<file path="src/rtl/debug_loader.sv">
// rtl/debug_loader.sv - UART byte-frame parser driving the core debug memory-write port
module debug_loader #(
    parameter int TimeoutCycles = 1_000_000,
    parameter int AddrWidth     = 32
) (
    input  logic                 clk,
    input  logic                 reset,
    input  logic                 rx_valid_i,
    input  logic [7:0]           rx_data_i,
    output logic                 debug_o,
    output logic                 debug_we_o,
    output logic [AddrWidth-1:0] debug_addr_o,
    output logic [31:0]          debug_data_o,
    output logic                 tx_valid_o,
    output logic [7:0]           tx_data_o,
    input  logic                 tx_ready_i,
    output logic                 done_o,
    output logic                 error_o
);
    localparam logic [7:0] SYNC     = 8'hA5;
    localparam logic [7:0] CMD_LOAD = 8'h01;
    localparam logic [7:0] CMD_RUN  = 8'h02;
    localparam logic [7:0] ACK      = 8'h06;
    localparam logic [7:0] NAK      = 8'h15;
    localparam int TmoW = $clog2(TimeoutCycles + 1);
    localparam logic [TmoW-1:0] TmoLast = TmoW'(TimeoutCycles - 1);

    typedef enum logic [2:0] {
        S_IDLE, S_CMD, S_ADDR, S_COUNT, S_DATA, S_CHK, S_RESP
    } state_t;

    state_t                 state_q, state_d;
    logic [7:0]             chk_q, chk_d;
    logic                   run_q, run_d;
    logic [1:0]             cnt_q, cnt_d;
    logic [31:0]            shift_q, shift_d;
    logic [AddrWidth-1:0]   addr_q, addr_d;
    logic [15:0]            words_q, words_d;
    logic [7:0]             resp_q, resp_d;
    logic                   debug_q, debug_d;
    logic                   we_q, we_d;
    logic [AddrWidth-1:0]   waddr_q, waddr_d;
    logic [31:0]            wdata_q, wdata_d;
    logic                   done_q, done_d;
    logic                   error_q, error_d;
    logic [TmoW-1:0]        tmo_q, tmo_d;

    logic        parsing;
    logic        timeout_fire;
    logic [31:0] rx_word;
    logic [15:0] rx_count;

    // Bytes arrive little-endian, so each new byte enters at the top of the shifter.
    assign rx_word      = {rx_data_i, shift_q[31:8]};
    assign rx_count     = {rx_data_i, shift_q[31:24]};
    assign parsing      = (state_q != S_IDLE) && (state_q != S_RESP);
    assign timeout_fire = parsing && !rx_valid_i && (tmo_q == TmoLast);

    always_ff @(posedge clk or negedge reset) begin
        if (!reset) begin
            state_q <= S_IDLE;
            chk_q   <= '0;
            run_q   <= 1'b0;
            cnt_q   <= '0;
            shift_q <= '0;
            addr_q  <= '0;
            words_q <= '0;
            resp_q  <= '0;
            debug_q <= 1'b0;
            we_q    <= 1'b0;
            waddr_q <= '0;
            wdata_q <= '0;
            done_q  <= 1'b0;
            error_q <= 1'b0;
            tmo_q   <= '0;
        end else begin
            state_q <= state_d;
            chk_q   <= chk_d;
            run_q   <= run_d;
            cnt_q   <= cnt_d;
            shift_q <= shift_d;
            addr_q  <= addr_d;
            words_q <= words_d;
            resp_q  <= resp_d;
            debug_q <= debug_d;
            we_q    <= we_d;
            waddr_q <= waddr_d;
            wdata_q <= wdata_d;
            done_q  <= done_d;
            error_q <= error_d;
            tmo_q   <= tmo_d;
        end
    end

    always_comb begin
        state_d = state_q;
        if (timeout_fire) begin
            state_d = S_IDLE;
        end else begin
            case (state_q)
                S_IDLE:  if (rx_valid_i && rx_data_i == SYNC) state_d = S_CMD;
                S_CMD: begin
                    if (rx_valid_i) begin
                        if (rx_data_i == CMD_LOAD)     state_d = S_ADDR;
                        else if (rx_data_i == CMD_RUN) state_d = S_CHK;
                        else                           state_d = S_RESP;
                    end
                end
                S_ADDR:  if (rx_valid_i && cnt_q == 2'd3) state_d = S_COUNT;
                S_COUNT: begin
                    if (rx_valid_i && cnt_q == 2'd1)
                        state_d = (rx_count == 16'd0) ? S_CHK : S_DATA;
                end
                S_DATA:  if (rx_valid_i && cnt_q == 2'd3 && words_q == 16'd1) state_d = S_CHK;
                S_CHK:   if (rx_valid_i) state_d = S_RESP;
                S_RESP:  if (tx_ready_i) state_d = S_IDLE;
                default: state_d = S_IDLE;
            endcase
        end
    end

    always_comb begin
        chk_d   = chk_q;
        run_d   = run_q;
        cnt_d   = cnt_q;
        shift_d = shift_q;
        addr_d  = addr_q;
        words_d = words_q;
        resp_d  = resp_q;
        debug_d = debug_q;
        we_d    = 1'b0;
        waddr_d = waddr_q;
        wdata_d = wdata_q;
        done_d  = 1'b0;
        error_d = error_q;
        tmo_d   = tmo_q;

        if (!parsing || rx_valid_i)
            tmo_d = '0;
        else if (tmo_q != TmoLast)
            tmo_d = tmo_q + TmoW'(1);

        if (timeout_fire)
            error_d = 1'b1;

        if (rx_valid_i) begin
            if (state_q != S_IDLE && state_q != S_RESP && state_q != S_CHK)
                chk_d = chk_q ^ rx_data_i;
            case (state_q)
                S_IDLE: begin
                    if (rx_data_i == SYNC) begin
                        chk_d   = '0;
                        cnt_d   = '0;
                        error_d = 1'b0;
                    end
                end
                S_CMD: begin
                    cnt_d = '0;
                    if (rx_data_i == CMD_LOAD) begin
                        debug_d = 1'b1;
                        run_d   = 1'b0;
                    end else if (rx_data_i == CMD_RUN) begin
                        run_d   = 1'b1;
                    end else begin
                        error_d = 1'b1;
                        resp_d  = NAK;
                    end
                end
                S_ADDR: begin
                    shift_d = rx_word;
                    cnt_d   = cnt_q + 2'd1;
                    if (cnt_q == 2'd3) addr_d = AddrWidth'(rx_word);
                end
                S_COUNT: begin
                    shift_d = rx_word;
                    if (cnt_q == 2'd1) begin
                        words_d = rx_count;
                        cnt_d   = '0;
                    end else begin
                        cnt_d   = cnt_q + 2'd1;
                    end
                end
                S_DATA: begin
                    shift_d = rx_word;
                    cnt_d   = cnt_q + 2'd1;
                    if (cnt_q == 2'd3) begin
                        we_d    = 1'b1;
                        waddr_d = addr_q;
                        wdata_d = rx_word;
                        addr_d  = addr_q + AddrWidth'(4);
                        words_d = words_q - 16'd1;
                    end
                end
                S_CHK: begin
                    if (rx_data_i == chk_q) begin
                        resp_d = ACK;
                    end else begin
                        resp_d  = NAK;
                        error_d = 1'b1;
                    end
                end
                default: ;
            endcase
        end

        if (state_q == S_RESP && tx_ready_i && resp_q == ACK) begin
            done_d = 1'b1;
            if (run_q) debug_d = 1'b0;
        end
    end

    always_comb begin
        debug_o      = debug_q;
        debug_we_o   = we_q;
        debug_addr_o = waddr_q;
        debug_data_o = wdata_q;
        tx_valid_o   = (state_q == S_RESP);
        tx_data_o    = (state_q == S_RESP) ? resp_q : 8'h00;
        done_o       = done_q;
        error_o      = error_q;
    end
endmodule

</file>
<file path="config.mk">
export PLATFORM = sky130hd
export DESIGN_NAME = debug_loader
export DESIGN_NICKNAME = d
export VERILOG_FILES = /design/src/rtl/debug_loader.sv
export SDC_FILE = /design/constraint.sdc
export NUM_CORES = 1
export LEC_CHECK = 0
export ABC_AREA = 1
export BUFFER_PORTS_ARGS = -buffer_cell sky130_fd_sc_hd__buf_2
export CORE_ASPECT_RATIO = 1.2
export CORE_MARGIN = 2
export CORE_UTILIZATION = 25
export DETAILED_ROUTE_END_ITERATION = 12
export GPL_TIMING_DRIVEN = 1
export SLEW_MARGIN = 10
export SYNTH_ARGS = -nofsm -noshare
export SYNTH_HDL_FRONTEND = slang
export SYNTH_SLANG_ARGS = --single-unit
export TNS_END_PERCENT = 10
</file>
<file path="constraint.sdc">
create_clock -name clk -period 2.85 [get_ports clk]
set_input_delay 0.7125 -clock clk [delete_from_list [all_inputs] [get_ports clk]]
set_output_delay 0.7125 -clock clk [all_outputs]
set_load 0.05 [all_outputs]
</file>
* Yosys cells after proc, flatten, opt, wreduce, memory -nomap -nowiden *
Cells that the tools add are included.

word-level totals
  register bits after elaboration = 190
  input port bits = 12
  output and inout port bits = 77
  logic and storage cells = 132

cells by class
  $add $sub $neg = 4
  eq/ne operators = 31
  multiplexer cells = 49
  bitwise gates (word level) = 1
  reduce and logical (&&, ||, !) cells = 32

operator list
  cell                     number
  $mux W32                 2
  $pmux W32 S2             1
  $mux W8                  6
  $mux W20                 2
  $add A32 B3 Y32 const B  1
  $mux W16                 2
  $pmux W16 S2             1
  $mux W3                  9
  $ne A3 B3 Y1 const B     8
  $pmux W3 S7              1
  $add A20 B1 Y20 const B  1
  $eq A20 B20 Y1 const B   1
  $ne A20 B20 Y1 const B   1
  $mux W1                  18
  $eq A16 B1 Y1 const B    1
  $logic_not A16 Y1        1
  $pmux W8 S2              1
  $sub A16 B1 Y16 const B  1
  $ne A2 B2 Y1 const B     6
  $reduce_and A4 Y1        3
  $logic_and A1 B1 Y1      10
  $reduce_bool A2 Y1       5
  $eq A3 B3 Y1 const B     3
  $reduce_and A3 Y1        3
  25 further kinds         29

* Longest topological paths before layout *
Gate-level depths: netlist of the first run.

  depth in word-level cells = 9
  gate-level depth with buffers = 11
  depth with buffers taken out = 11

* Least setup slack after synthesis of the first run *
Ideal clock, no wire load.

  path type = flip-flop to output port
  start = reg state_q[0]
  end = out tx_data_o[4]
  arrival time = 1769 ps
  required time = 2138 ps
  slack = 368 ps
  stages on the path, launching flop included = 5
  path buffers = 1
  path through = dfrtp_1 -> inv_1 -> nand3_2 -> nor2_1 -> buf_4

on the way
  cells in the longest elaborated chain, start to end = 2

ends and longest elaborated chain
  what                      RTL line  text
  start: declaration        32        state_t state_q, state_d;
  start signal: assignment  77        state_q <= state_d;
  $eq A3 B3 Y1              218       tx_data_o = (state_q == S_RESP) ? resp_q : 8'h00;
  $mux W8                   218
  end: declaration          15        output logic [7:0] tx_data_o,

Every way passes these cells.

* Final worst setup path of the first run *
  start = reg state_q[0]
  end = out tx_data_o[0]

Same word-level chain as after synthesis.

==> impl_results.md, run 1 <==
- Hold Crit Class: in2async
- Final #Nets: 1313
- Largest net degree at the start of global routing: 82
- Crit path max-delay cell type: dfrtp_1
- RSZ-0062 raised after global routing: no
- Power per cell area: 889 nW/um2
- Initial Util: 25.4%
- CTS tree: done
- Worst Path Arrival: 1830 ps
- Max_slew headroom: 53.2%
- Chip Width: 179 um
- Vias/cell: 4.58
- Yosys cell types: 43
- Commonest non-fill, non-tap cell in the layout: nand2_1
- Area leader, netlist: dfrtp_1
- Status: finished, final reports clean
- Crit start category: flop
- TritonRoute pass-1 iters: 5
- Post-layout minimum cycle time: 2540 ps
- Final setup fails: 0
- Clock tree buffer depth: 2
- Clock-pin slew on the worst setup and hold paths: 70 ps
- Filler Cell Count: 3903
- Final max-slew violation count: 0
- PnR worst setup slack: 312 ps
- FMAX: 0.394 GHz
- Number of max-cap violations: 0
- Clk Latency, worst-skew pair: 440 ps
- Vias post-DR: 8135
- Prevailing post-synth register cell: dfrtp_1
- Critical path required time: 2140 ps
- DIE HEIGHT: 214 um
- Initial DRC Count: 636
- Synth warn: 0
- CORE AREA: 36000 um2
- WL/cell: 14.6 um
- Global-route usage over all layers: 14.0%
- Tightest Pin Transition: 702 ps
- CTS hold repair buffers: 0
- # rows: 76
- CP endpoint kind: primary output
- Vias in the first global route: 7961
- Root Driver: clkbuf_16
- Worst setup path class: reg2out
- Crit-path max cell delay: 440 ps
- Tcrit/Tclk final: 89.0%
- Synthesized area per cell: 7.55 um2
- #FFs+latches synth: 177
- Post-synth ARST share: 100%
- Leakage Power: 5.25 nW
- IO buf count: 84
- I/O pin cnt: 89
- Ant diodes: 0
- Global route total overflow: 0
- Syn Std Cell Area: 9160 um2
- Post_cts resized: 0
- CTS sink cnt: 177
- Top cell type's share of synthesized area: 48.3%
- Min Hold Slack: 208 ps
- Initial antenna violation count: 1
- Routed wire length: 26000 um
- Final Skew: 13.8 ps
- Syn-to-layout area delta: 16.9%
- Post-synth EDFFs: 0
- Drt drc: 0
- Total CTS buffers: 17
- Layout cells sized above 1: 12.1%
- Syn Inst Count: 1214
- VDD IR max: 0.000462 V
- Synth top area cells: dfrtp_1 48%, nand2_1 14%, nor2_1 6.6%
- Final Hold Viols: 0
- Most frequent cells in the layout: 335 x nand2_1, 177 x dfrtp_1, 162 x nor2_1
- Post-CTS setup repair buffer count: 0
- Final setup TNS: 0 ps
- Register area share after synthesis: 48.3%
- Routed Antenna Nets: 0
- First-pass GRT wire length: 42000 um
- Crit Path Max Fanout: 8
- RePlAce Congestion: 0.928
- Die Area: 38200 um2
- Critical-path cell list: inv_1 -> nand3_2 -> nor2_1 -> buf_2
- Post-DP HPWL: 19400 um
- Setup WS pre-CTS: 354 ps
- CTS HTree Levels: 4
## logic make-up (layout without fill, tap and decap cells)
logic type / after synthesis / in the layout / synth area share, %
simple gates: 599 / 599 / 27.0
compound gates: 228 / 228 / 13.3
buf+inv: 182 / 272 / 8.49
flops: 177 / 177 / 48.3
xor+xnor: 20 / 20 / 1.91
fa+ha+maj: 7 / 7 / 0.956
other cells: 1 / 4 / 0.0409
## final cells by class
| class | count | area [um2] | area share [%] |
|---|---|---|---|
| flip-flops and latches | 177 | 4430 | 41.3 |
| multi-input cells | 858 | 3970 | 37.1 |
| inverters | 140 | 531 | 4.95 |
| well taps | 468 | 586 | 5.46 |
| clock inverters | 14 | 199 | 1.86 |
| repair buffers | 100 | 572 | 5.34 |
| clock buffers | 18 | 429 | 4.01 |
## sequential cells by signal, indices dropped and copies added (netlist names)
signal        count
debug_data_o     32
shift_q          24
state_q           3
debug_o           1
error_o           1
tmo_q            20
done_o            1
resp_q            3
words_q          16
chk_q             8
addr_q           32
run_q             1
debug_we_o        1
cnt_q             2
debug_addr_o     32
## final timing paths
path / start / end / slack [ps] / cells after the start
max: state_q[0]$_DFFE_PN0P_ / tx_data_o[0] / 310 / 4
min: reset / tmo_q[11]$_DFFE_PN0N_ / 210 / 1
max reg2reg: state_q[2]$_DFFE_PN0P_ / addr_q[15]$_DFFE_PN0P_ / 630 / 10
min reg2reg: debug_addr_o[17]$_DFFE_PN0P_ / debug_addr_o[17]$_DFFE_PN0P_ / 470 / 2
max in group asynchronous: reset / debug_addr_o[17]$_DFFE_PN0P_ / 1970 / 2
min in group clk: debug_addr_o[17]$_DFFE_PN0P_ / debug_addr_o[17]$_DFFE_PN0P_ / 470 / 2
## Yosys cell counts (2+ instances only)
cell type / instances
xnor2_1: 2
clkbuf_1: 12
o21ai_1: 54
buf_4: 14
o211ai_1: 4
nor2_1: 162
nor3_1: 27
inv_2: 5
buf_6: 3
xor2_1: 18
ha_1: 7
nand4_1: 9
a22oi_1: 3
inv_1: 133
a211oi_1: 5
dfrtp_1: 177
nand2_1: 335
nand2_4: 2
a21oi_1: 41
nand2_2: 3
a31oi_1: 8
buf_2: 13
o221ai_1: 3
nor2_2: 5
nor4_1: 2
o21ai_0: 103
nand3_1: 45
nor2_4: 3
o21bai_1: 2
## power breakdown
group          switching [mW]  internal, mW  leakage, nW
logic                    2.45         0.922         2.68
clock network            1.12          1.42        0.300
registers               0.512          3.10         2.27
## stage by stage
| stage | utilization [%] | instance area (um2) | std cells | power [mW] |
|---|---|---|---|---|
| after floorplan | - | 9170 | 1217 | 6.06 |
| after CTS | 29.7 | 10700 | 1775 | 9.59 |
| final | 29.7 | 10700 | 1775 | 9.53 |
| after detailed placement | 28.0 | 10100 | 1743 | 7.02 |
| after global placement | 28.0 | 10100 | 1743 | 6.95 |
| after global routing | 29.7 | 10700 | 1775 | 10.2 |
## routing by layer
layer  routed length, um  track usage (%)
met3                 943             2.39
met1               11400             17.2
met4                 635             4.91
met2               13000             24.7
met5                   0                0
## critical path: cells and delay by family, from the launching register on
family | cells | cell delay [ps]
flip-flops | 1 | 440
AND/OR/NAND/NOR | 2 | 460
buffers and inverters | 2 | 490
(Power assumes the default switching activity.)
==> run 2: changes to the inputs <==
- PLACE_DENSITY: default -> 0.44
- SLEW_MARGIN: 10 -> default
==> run 2 against run 1 <==
  * Register-to-register slack about the same
  * Via count is 2.2% lower
  * Worst setup slack improved by 40 ps
  * First-iteration DRC count down 11%
  * Non-clock buffer count rose by 2
  * Clock power decreased by 9.1%
  * Critical path depth unchanged
  * Utilization shrank 0.073 points
  * Critical path type unchanged
  * Critical endpoint unchanged
==> impl_results.md, run 2 (synthesis results as in run 1) <==
- Dpl cells: 1745
- Filler Cell Count: 3966
- # rows: 76
- Number of max-cap violations: 0
- Final Hold Viols: 0
- VDD IR max: 0.000411 V
- Initial DRC Count: 565
- Reg2Reg Setup Slack: 620 ps
- Routed Antenna Nets: 0
- CORE AREA: 36000 um2
- Largest net degree at the start of global routing: 104
- Hold Crit Class: in2async
- Fin util: 29.7%
- Global route total overflow: 0
- Vias in the first global route: 7755
- Most frequent cells in the layout: 335 x nand2_1, 177 x dfrtp_1, 162 x nor2_1
- Worst setup path class: reg2out
- Clk Latency, worst-skew pair: 440 ps
- RePlAce Congestion: 0.875
- I/O pin cnt: 89
- Critical path required time: 2140 ps
- Finished Layout Cells: 1777
- Final Skew: 14.5 ps
- CP endpoint kind: primary output
- First-pass GRT wire length: 43700 um
- Post-CTS setup repair buffer count: 0
- Crit Path Max Fanout: 8
- Tot Pwr: 9.38 mW
- CTS sink cnt: 177
- Initial Util: 25.4%
- CTS tree: done
- Final max-slew violation count: 0
- Worst r2r src: state_q[2]$_DFFE_PN0P_
- CTS hold repair buffers: 0
- TritonRoute pass-1 iters: 7
- Depth of the most critical reg-to-reg path: 10
- Worst Path Arrival: 1790 ps
- Final setup TNS: 0 ps
- Worst flop-to-flop path endpoint: addr_q[13]$_DFFE_PN0P_
- Clock-pin slew on the worst setup and hold paths: 80 ps
- WL/cell: 15.6 um
- Vias/cell: 4.48
- Root Driver: clkbuf_16
- Max_slew headroom: 61.0%
- Final setup fails: 0
- Post-layout minimum cycle time: 2500 ps
- Vias post-DR: 7958
- Chip Width: 179 um
- Syn-to-layout area delta: 16.7%
- Drt drc: 0
- Power per cell area: 878 nW/um2
- Post-DP HPWL: 20600 um
- Routed wire length: 27700 um
- Die Area: 38200 um2
- CTS HTree Levels: 4
- RSZ-0062 raised after global routing: no
- IO buf count: 84
- Total CTS buffers: 17
- Commonest non-fill, non-tap cell in the layout: nand2_1
- Initial antenna violation count: 2
- Ant diodes: 0
- Layout cells sized above 1: 12.2%
- Leakage Power: 5.24 nW
- Crit start category: flop
- DIE HEIGHT: 214 um
- Final #Nets: 1315
- FMAX: 0.400 GHz
- Tightest Pin Transition: 583 ps
- Clock tree buffer depth: 2
- Status: finished, final reports clean
- Tcrit/Tclk final: 87.6%
- Global-route usage over all layers: 15.0%
- Post_cts resized: 0
run 2: worst max-delay path: stages (launching register included):
cell and delay [ps]:
dfrtp_1 440, inv_1 200, nand3_2 230, nor2_1 190, buf_2 290
run 2: worst max-delay path by stage:
| stage | from | end | slack [ps] |
|---|---|---|---|
| floorplan | state_q[0]$_DFFE_PN0P_ | tx_data_o[4] | 370 |
| global placement | rx_valid_i | addr_q[15]$_DFFE_PN0P_ | 470 |
| detailed placement | rx_valid_i | addr_q[14]$_DFFE_PN0P_ | 450 |
| CTS | state_q[0]$_DFFE_PN0P_ | tx_data_o[0] | 320 |
| global route | state_q[0]$_DFFE_PN0P_ | tx_data_o[4] | 210 |
| finish | state_q[0]$_DFFE_PN0P_ | tx_data_o[0] | 350 |
run 2: where the power goes:
group	total (mW)	leakage (nW)	internal, mW	switching [mW]
combinational	3.46	2.70	0.940	2.52
clock	2.31	0.268	1.17	1.14
sequential	3.61	2.27	3.10	0.507
total	9.38	5.24	5.21	4.17
run 2: area by class of cell:
| cell class | instances | area, um2 | share of cell area [%] |
|---|---|---|---|
| sequential | 177 | 4430 | 41.4 |
| multi-input combinational | 858 | 3970 | 37.1 |
| timing repair buffer | 102 | 612 | 5.72 |
| tap | 468 | 586 | 5.48 |
| inverter | 140 | 531 | 4.96 |
| clock buffer | 19 | 443 | 4.14 |
| clock inverter | 13 | 119 | 1.11 |
run 2: metal layers:
metal / global-route usage (%) / share of wire [%] / vias to the layer above
met5: 0 / 0.047 / -
met4: 5.24 / 2.3 / 2
met3: 2.50 / 3.2 / 33
met2: 26.3 / 50 / 155
met1: 18.5 / 44 / 3732
li1: - / - / 4036
run 2: stage by stage:
step | instance area, um2 | setup slack [ps] | hold WS, ps
finish | 10700 | 352 | 216
global route | 10700 | 214 | 237
CTS | 10700 | 320 | 223
detailed placement | 10100 | 445 | 453
global placement | 10100 | 474 | 453
floorplan | 9170 | 368 | 417
==> run 3: changes to the inputs <==
- BUFFER_PORTS_ARGS: -buffer_cell sky130_fd_sc_hd__buf_2 -> -buffer_cell sky130_fd_sc_hd__buf_4
==> run 3 against run 2 <==
  * First-iteration DRC count shrank 10%
  * Sequential power hardly changed
  * Critical path depth unchanged
  * Critical path type unchanged
==> impl_results.md, run 3 (synthesis results as in run 1) <==
- Status: finished, final reports clean
- Final Hold Viols: 0
- Setup WS pre-CTS: 513 ps
- Leakage Power: 5.29 nW
- Drt drc: 0
- Initial Util: 25.4%
- CTS tree: done
- DIE HEIGHT: 214 um
- CTS HTree Levels: 4
- Crit-path max cell delay: 450 ps
- Global-route usage over all layers: 14.9%
- Most frequent cells in the layout: 335 x nand2_1, 177 x dfrtp_1, 162 x nor2_1
- Final setup fails: 0
- Clock tree buffer depth: 2
- Number of max-cap violations: 0
- Ant diodes: 0
- Tightest Pin Transition: 583 ps
- Global route total overflow: 0
- Final setup TNS: 0 ps
- WL/cell: 15.3 um
- Routed Antenna Nets: 0
- Layout cells sized above 1: 12.3%
- Final #Nets: 1317
- Clock-pin slew on the worst setup and hold paths: 80 ps
- I/O pin cnt: 89
- Tcrit/Tclk final: 87.1%
- First-pass GRT wire length: 44100 um
- Routed wire length: 27200 um
- Reg2Reg Setup Slack: 700 ps
- CORE AREA: 36000 um2
- Post-CTS setup repair buffer count: 0
- Post-layout minimum cycle time: 2480 ps
- CTS sink cnt: 177
- Largest net degree at the start of global routing: 55
- Crit start category: flop
- FMAX: 0.403 GHz
- Initial DRC Count: 506
- CP endpoint kind: primary output
- Chip Width: 179 um
- Final Skew: 19.2 ps
- Max_slew headroom: 61.2%
- IO buf count: 84
- Vias/cell: 4.48
- Syn-to-layout area delta: 19.9%
- Hold Crit Class: in2async
- Vias in the first global route: 7794
- Worst setup path class: reg2out
- RSZ-0062 raised after global routing: no
- Root Driver: clkbuf_16
- Die Area: 38200 um2
- VDD IR max: 0.000453 V
- CP Buf/Inv Count: 2
- Final max-slew violation count: 0
- Post-DP HPWL: 20300 um
- PnR worst setup slack: 368 ps
- Commonest non-fill, non-tap cell in the layout: nand2_1
- CTS hold repair buffers: 0
- Post_cts resized: 0
- TritonRoute pass-1 iters: 5
- RePlAce Congestion: 0.836
- Critical path required time: 2140 ps
- Vias post-DR: 7965
- Total CTS buffers: 17
- Clk Latency, worst-skew pair: 440 ps
- Crit Path Max Fanout: 8
- Worst Path Arrival: 1770 ps
- Crit path max-delay cell type: dfrtp_1
- Cell family with most CP delay: flip-flops
- Initial antenna violation count: 0
- Power per cell area: 872 nW/um2
- Critical-path cell list: inv_1 -> nand3_2 -> nor2_1 -> buf_4
- # rows: 76
==> run 3: changes by cell type in the layout (fill, tap and decap cells not counted), sizes merged <==
cell,before,now
clkinv,5,8
clkinvlp,3,0
inv,145,142
buf,102,104
bufinv,0,2
clkbuf,19,20
==> run 3: path summary, 6_finish.rpt <==
path                                        startpoint                           to  cells after the start
worst max-delay path            state_q[0]$_DFFE_PN0P_                 tx_data_o[0]                      4
worst min-delay path                             reset  debug_data_o[7]$_DFFE_PN0P_                      1
worst max register to register  state_q[1]$_DFFE_PN0P_        addr_q[8]$_DFFE_PN0P_                      8
worst min register to register       run_q$_DFFE_PN0P_            debug_o$_DFF_PN0_                      1
max in group asynchronous                        reset      words_q[15]$_DFFE_PN0P_                      2
min in group clk                     run_q$_DFFE_PN0P_            debug_o$_DFF_PN0_                      1
==> run 3: final cells by class <==
| type | instances | area, um2 |
|---|---|---|
| inverter | 140 | 531 |
| fill | 3913 | 25100 |
| sequential | 177 | 4430 |
| clock buffer | 20 | 447 |
| tap | 468 | 586 |
| multi-input combinational | 858 | 3970 |
| timing repair buffer | 104 | 872 |
| clock inverter | 12 | 153 |
==> run 3: layer usage <==
metal	vias to the layer above	global-route usage [%]	share of wire (%)
met1	3748	19.3	45
li1	4045	-	-
met5	-	0	0
met3	21	1.91	2.9
met2	151	26.1	51
met4	0	4.46	1.6
==> run 3: where the power goes <==
| group | internal, mW | total (mW) | switching [mW] |
|---|---|---|---|
| registers | 3.10 | 3.61 | 0.512 |
| logic | 1.03 | 3.51 | 2.47 |
| clock network | 1.34 | 2.46 | 1.12 |
==> run 3: stage by stage <==
step	total power [mW]	cells	cell area [um2]	utilization, %	hold slack (ps)
6_report	9.58	1779	11000	30.5	253
5_1_grt	10.3	1779	11000	30.5	291
4_1_cts	9.71	1779	11000	30.5	266
3_5_place_dp	7.21	1747	10400	28.8	453
3_3_place_gp	7.17	1747	10400	28.8	441
2_1_floorplan	6.06	1217	9170	-	417
